--- config.mk ---
export PLATFORM = sky130hd
export DESIGN_NAME = aes_cipher_iter
export DESIGN_NICKNAME = d
export VERILOG_FILES = /design/src/rtl/aes_pkg.sv /design/src/rtl/aes_sbox.sv /design/src/rtl/aes_cipher_iter.sv
export SDC_FILE = /design/constraint.sdc
export NUM_CORES = 2
export LEC_CHECK = 0
export CORE_AREA = 3 3 649 651
export CTS_CLUSTER_SIZE = 25
export DETAILED_ROUTE_END_ITERATION = 6
export DIE_AREA = 0 0 652 654
export PLACE_DENSITY = 0.34
export SLEW_MARGIN = 20
export SYNTH_ARGS = -nofsm -noshare
export SYNTH_HDL_FRONTEND = slang
export SYNTH_SLANG_ARGS = --single-unit
--- constraint.sdc ---
create_clock -name clk -period 6.05 [get_ports clk]
set_input_delay 0.605 -clock clk [delete_from_list [all_inputs] [get_ports clk]]
set_output_delay 0.605 -clock clk [all_outputs]
set_load 0.005 [all_outputs]
--- src/rtl/aes_pkg.sv ---
// Shared AES types and round helpers: column-major 4x4 byte state, GF(2^8) xtime,
// MixColumns, ShiftRows, FSM encodings and round-count constants.
package aes_pkg;

  localparam int NR128 = 10;
  localparam int NR192 = 12;
  localparam int NR256 = 14;

  localparam int ROUND_KEY_W = 128;

  localparam logic [1:0] IDLE = 2'd0;
  localparam logic [1:0] RUN  = 2'd1;
  localparam logic [1:0] DONE = 2'd2;

  // st[c][r] holds input byte 4*c+r, so a flat [0:127] block casts straight in.
  typedef logic [0:3][7:0]       col_t;
  typedef logic [0:3][0:3][7:0]  state_t;

  function automatic logic [7:0] xtime(input logic [7:0] b);
    return {b[6:0], 1'b0} ^ (b[7] ? 8'h1b : 8'h00);
  endfunction

  function automatic col_t mix_column(input col_t a);
    col_t m;
    m[0] = xtime(a[0]) ^ xtime(a[1]) ^ a[1] ^ a[2] ^ a[3];
    m[1] = a[0] ^ xtime(a[1]) ^ xtime(a[2]) ^ a[2] ^ a[3];
    m[2] = a[0] ^ a[1] ^ xtime(a[2]) ^ xtime(a[3]) ^ a[3];
    m[3] = xtime(a[0]) ^ a[0] ^ a[1] ^ a[2] ^ xtime(a[3]);
    return m;
  endfunction

  function automatic state_t mix_columns(input state_t s);
    state_t o;
    for (int c = 0; c < 4; c++) o[c] = mix_column(s[c]);
    return o;
  endfunction

  function automatic state_t shift_rows(input state_t s);
    state_t o;
    for (int c = 0; c < 4; c++)
      for (int r = 0; r < 4; r++)
        o[c][r] = s[(c + r) % 4][r];
    return o;
  endfunction

endpackage

--- src/rtl/aes_sbox.sv ---
// Forward AES S-box, purely combinational; table row n holds outputs for inputs n0..nf.
module aes_sbox (
  input  logic [7:0] x,
  output logic [7:0] s
);

  localparam logic [0:2047] SBOX = {
    128'h637c777bf26b6fc53001672bfed7ab76, 128'hca82c97dfa5947f0add4a2af9ca472c0,
    128'hb7fd9326363ff7cc34a5e5f171d83115, 128'h04c723c31896059a071280e2eb27b275,
    128'h09832c1a1b6e5aa0523bd6b329e32f84, 128'h53d100ed20fcb15b6acbbe394a4c58cf,
    128'hd0efaafb434d338545f9027f503c9fa8, 128'h51a3408f929d38f5bcb6da2110fff3d2,
    128'hcd0c13ec5f974417c4a77e3d645d1973, 128'h60814fdc222a908846eeb814de5e0bdb,
    128'he0323a0a4906245cc2d3ac629195e479, 128'he7c8376d8dd54ea96c56f4ea657aae08,
    128'hba78252e1ca6b4c6e8dd741f4bbd8b8a, 128'h703eb5664803f60e613557b986c11d9e,
    128'he1f8981169d98e949b1e87e9ce5528df, 128'h8ca1890dbfe6426841992d0fb054bb16
  };

  assign s = SBOX[{x, 3'b000} +: 8];

endmodule

--- src/rtl/aes_cipher_iter.sv ---
// Iterative AES encryptor, one round per clock: accept -> out_valid after Nr edges.
// Single block in flight; DONE holds the ciphertext until out_ready, in_ready low meanwhile.
module aes_cipher_iter
  import aes_pkg::*;
#(
  parameter int Nr = NR128
) (
  input  logic                     clk,
  input  logic                     rst,
  input  logic                     in_valid,
  output logic                     in_ready,
  input  logic [0:127]             in_data,
  input  logic [0:32*(4*Nr+4)-1]   w,
  output logic                     out_valid,
  input  logic                     out_ready,
  output logic [0:127]             out_data
);

  localparam int         W_BITS   = 32 * (4 * Nr + 4);
  localparam int         IW       = $clog2(W_BITS);
  localparam logic [3:0] LAST_RND = 4'(Nr);

  logic [1:0]    fsm;
  logic [3:0]    rnd;
  logic          live;
  state_t        st;
  logic [0:127]  st_flat;
  logic [0:127]  sub_flat;
  state_t        shifted;
  state_t        mixed;
  state_t        nxt;
  logic [IW-1:0] key_base;
  logic [0:127]  rkey;

  assign st_flat = st;

  for (genvar i = 0; i < 16; i++) begin : g_sub
    aes_sbox u_sbox (
      .x (st_flat[8*i +: 8]),
      .s (sub_flat[8*i +: 8])
    );
  end

  assign key_base = IW'({rnd, 7'b0000000});
  assign rkey     = w[key_base +: ROUND_KEY_W];

  always_comb begin
    shifted = shift_rows(state_t'(sub_flat));
    mixed   = mix_columns(shifted);
    // The final round drops MixColumns.
    nxt     = (rnd == LAST_RND) ? (shifted ^ rkey) : (mixed ^ rkey);
  end

  always_ff @(posedge clk or posedge rst) begin
    if (rst) begin
      fsm  <= IDLE;
      rnd  <= 4'd0;
      st   <= '0;
      live <= 1'b0;
    end else begin
      live <= 1'b1;
      case (fsm)
        IDLE: begin
          if (in_valid && in_ready) begin
            st  <= in_data ^ w[0:ROUND_KEY_W-1];
            rnd <= 4'd1;
            fsm <= RUN;
          end
        end
        RUN: begin
          st <= nxt;
          if (rnd == LAST_RND) fsm <= DONE;
          else                 rnd <= rnd + 4'd1;
        end
        DONE: begin
          if (out_ready) fsm <= IDLE;
        end
        default: fsm <= IDLE;
      endcase
    end
  end

  // live keeps in_ready low until the first edge after reset release.
  assign in_ready  = live && (fsm == IDLE);
  assign out_valid = (fsm == DONE);
  assign out_data  = st;

endmodule

==> run summary <==
Setup repair after global routing left no endpoint under its margin. TritonCTS built the clock tree. Clock tree synthesis selected as its root buffer the cell sky130_fd_sc_hd__clkbuf_16. The total number of yosys warnings is 0, and the cell row count is 237. Dividing the detail-routed wire length by the instance count gives 44.6 µm. Counting along the longest clock path gives a buffer depth of 2. The XOR/XNOR share of the synthesized area came out at 9.45%. The min-delay analysis places its worst path in the category primary input to asynchronous set/reset pin. By startpoint and endpoint, the worst setup path is classified as register to register.

The area share of fa/ha/maj cells after synthesis came out at 3.85%. The number of different library cells used by synthesis comes to 123. The number of nets in the synthesized netlist is 12900. Gates resized during post-CTS repair numbered 0.

The number of buffer and inverter instances along the worst setup path came out at 2. In the layout the commonest cells are sky130_fd_sc_hd__clkdlybuf4s50_1, sky130_fd_sc_hd__a21oi_1, sky130_fd_sc_hd__o21ai_0. Measured against its own limit, the worst slew margin works out to 16.4%.

The delay contributed by the slowest stage of the critical path was 810 ps; the share of layout cells above drive strength 1 was 12.7%. By area, the combinational part of the netlist is dominated by compound AO/OA/AOI/OAI gates. Measured against the total synthesized area, the mux share comes to 19.4%.

The cell family contributing the most delay on the critical path is multiplexers. The cell type of the slowest stage on the worst timing path was sky130_fd_sc_hd__ha_1. The total routing usage reported by global routing is 35.4%. Startpoint type of the worst setup path: a register. In this run, CTS created clock tree buffers numbering 17.

The largest net degree at the start of global routing was 113; the area fraction in compound gates after synthesis was 34.0%. Number of cells on the worst reg-to-reg path: 14. The H-tree generated during clock tree synthesis spans 4 levels. The core region area was 0.416 mm²; the TritonCTS sink count was 135. The run gives 0 as the post-CTS setup repair buffer count. Timing would allow up to 180 MHz. The global-route congestion overflow total is 0, and the number of cells produced by synthesis is 11100. The final setup violation count was 0; the number of antenna violations at the first check in global routing was 227. The first global-routing pass estimated 1030 mm of wire. At the end of routability-driven placement, the weighted congestion stood at 1.01. The count of antenna-violating nets left after detailed routing is 0, and the summed area of non-filler cells in the final layout is 0.104 mm².

Leading cell type in the layout, fill and taps excluded: sky130_fd_sc_hd__clkdlybuf4s50_1. Traced cell by cell, the critical path runs through buf_4 > ha_1 > nor2b_1 > a21oi_1 > mux4_2 > mux4_2 > a2bb2oi_2 > xor2_1 > xnor2_1 > xnor3_1 > mux2i_1 > buf_4 > xor2_1 > o21ai_0. The die covers 0.426 mm². The die is 652 µm wide. Input and output buffers added on the ports amount to 1669. Of the synthesized area, sequential elements account for 4.24%.

Clock-pin slew was measured on the worst setup and hold paths at 90 ps. Final sum of negative setup slack: 0 ps. The clock period minus final worst setup slack was 5550 ps; the HPWL after detailed placement was 648 mm.

The synthesis-to-finish area growth is 30.4%, and the number of hold buffers added after CTS is 0. For this block, the via count after detailed routing is 108000. The number of vias per cell came out at 6.07. At the later pin of the worst-skew pair, clock insertion delay measures 570 ps.

Counting flops with a built-in enable in the synthesized netlist gives 0. The per-instance average area after synthesis came out at 7.18 µm². In the global route stage, met1 resource usage came out at 45.8%. In the global route stage, met3 resource usage came out at 9.33%. The final period utilization works out to 91.7%. The initial utilization of the core area, before any placement, comes to 19.2%. For met2 alone, demand over resource in global routing was 54.2%. The number of max-cap violations is 0, and the synthesis-stage register bit count is 135. Of the total synthesized cell area, the portion taken by AND, OR, NAND and NOR gates is 20.6%. The number of hold-slack violations in the final timing report is 0, and the post-synth design cell area is 0.0797 mm².

The most used flip-flop cell after synthesis was sky130_fd_sc_hd__dfrtp_1. The maximum fanout encountered on the critical timing path works out to 14. At the worst endpoint, the arrival time is 5970 ps.

For the final database, setup skew stands at 29.1 ps. The final net count came out at 13900. Data on the critical path is required at its endpoint by 6480 ps. The layer with the highest usage was met2. The number of global-route vias before repair came out at 101000. Measured along the y axis, the die boundary spans 654 µm. After the first detailed-routing iteration, the DRC count stood at 16600. The routed design has 793 mm of wire.

The first detailed-routing pass ran for 7 iterations. The run gives 0 as the number of pins exceeding their max-slew limit in the final report. The run finished with clean final reports. Critical path depth: 14.

The I/O pin total is 1670. In this run the cell area measured after placement is 0.103 mm². After detailed routing, the number of remaining DRC violations is 0.

The slew of the pin with the lowest slew margin was 1250 ps; the async set-or-reset flop fraction in the synthesized netlist was 100%. The tools report the endpoint type of the worst setup path as a register.
==> per-stage QoR <==
step	hold slack (ps)	utilization (%)	cells	setup WS (ps)
floorplan	566	-	11100	1610
global placement	659	24.7	17600	519
detailed placement	693	24.7	17600	615
CTS	421	24.9	17600	587
global route	447	25.0	17700	424
finish	392	25.0	17800	503
==> cell families (layout without fill, tap and decap cells) <==
| group | Yosys count | count (layout) |
|---|---|---|
| adder cells (fa/ha/maj) | 246 | 246 |
| AND/OR/NAND/NOR | 3385 | 3385 |
| other | 1 | 188 |
| flip-flops | 135 | 135 |
| buffers and inverters | 1539 | 2534 |
| XOR/XNOR | 796 | 796 |
| multiplexers | 924 | 924 |
| AO/OA/AOI/OAI | 4068 | 4068 |
==> routing by layer <==
layer,vias up,part of all wire [%]
li1,44300,-
met1,55200,41
met2,7190,43
met3,1061,9.6
met4,80,5.8
met5,-,0.066
==> cells in the mapped netlist (95+ instances only) <==
library cell               instances  share of area (%)
sky130_fd_sc_hd__nand2_1         832                3.9
sky130_fd_sc_hd__o311ai_0        152                1.7
sky130_fd_sc_hd__nand2b_1        300                2.4
sky130_fd_sc_hd__a21oi_1         940                5.9
sky130_fd_sc_hd__o22ai_1         201                1.6
sky130_fd_sc_hd__nor2_1          871                4.1
sky130_fd_sc_hd__o21ai_0         884                5.6
sky130_fd_sc_hd__mux2i_1         382                4.8
sky130_fd_sc_hd__o221ai_1         95                1.0
sky130_fd_sc_hd__ha_1            241                3.8
sky130_fd_sc_hd__a211oi_1        259                2.4
sky130_fd_sc_hd__nor3_1          316                2.0
sky130_fd_sc_hd__nand3_1         276                1.7
sky130_fd_sc_hd__a31oi_1         221                1.7
sky130_fd_sc_hd__buf_1           122               0.57
sky130_fd_sc_hd__a311oi_1        149                1.6
sky130_fd_sc_hd__buf_2           411                2.6
sky130_fd_sc_hd__dfrtp_1         135                4.2
sky130_fd_sc_hd__clkbuf_1        721                3.4
sky130_fd_sc_hd__inv_1           149               0.70
sky130_fd_sc_hd__xnor2_1         529                5.8
sky130_fd_sc_hd__xor2_1          222                2.4
sky130_fd_sc_hd__nor2b_1         261                2.0
sky130_fd_sc_hd__o31ai_1         112                1.1
sky130_fd_sc_hd__mux4_2          493                 14
sky130_fd_sc_hd__o211ai_1        258                2.4
==> path summary, 6_finish.rpt <==
path,endpoint,slack [ps],from
max,out_data[99]$_DFFE_PP0P_,500,out_data[14]$_DFFE_PP0P_
min,out_data[70]$_DFFE_PP0P_,390,rst
max reg2reg,out_data[99]$_DFFE_PP0P_,500,out_data[14]$_DFFE_PP0P_
min reg2reg,fsm[1]$_DFFE_PP0P_,710,fsm[1]$_DFFE_PP0P_
max in group asynchronous,out_data[101]$_DFFE_PP0P_,4160,rst
min in group clk,fsm[1]$_DFFE_PP0P_,710,fsm[1]$_DFFE_PP0P_
==> flip-flops by register name, indices dropped and copies added (netlist names) <==
name / flops
out_data: 128
rnd: 4
fsm: 2
live: 1
==> final cells by class <==
class                           count  area (µm²)
Antenna cell                      187         468
Clock buffer                       19         443
Clock inverter                     13         124
Fill cell                       46300      312000
Inverter                          191         724
Multi-Input combinational cell   9420       69800
Sequential cell                   135        3530
Tap cell                         5497        6880
Timing Repair Buffer             2311       21900
Power is left out: the tool's default activity adds up to more than one toggle a clock period on the data nets, which glitch-free logic cannot reach.
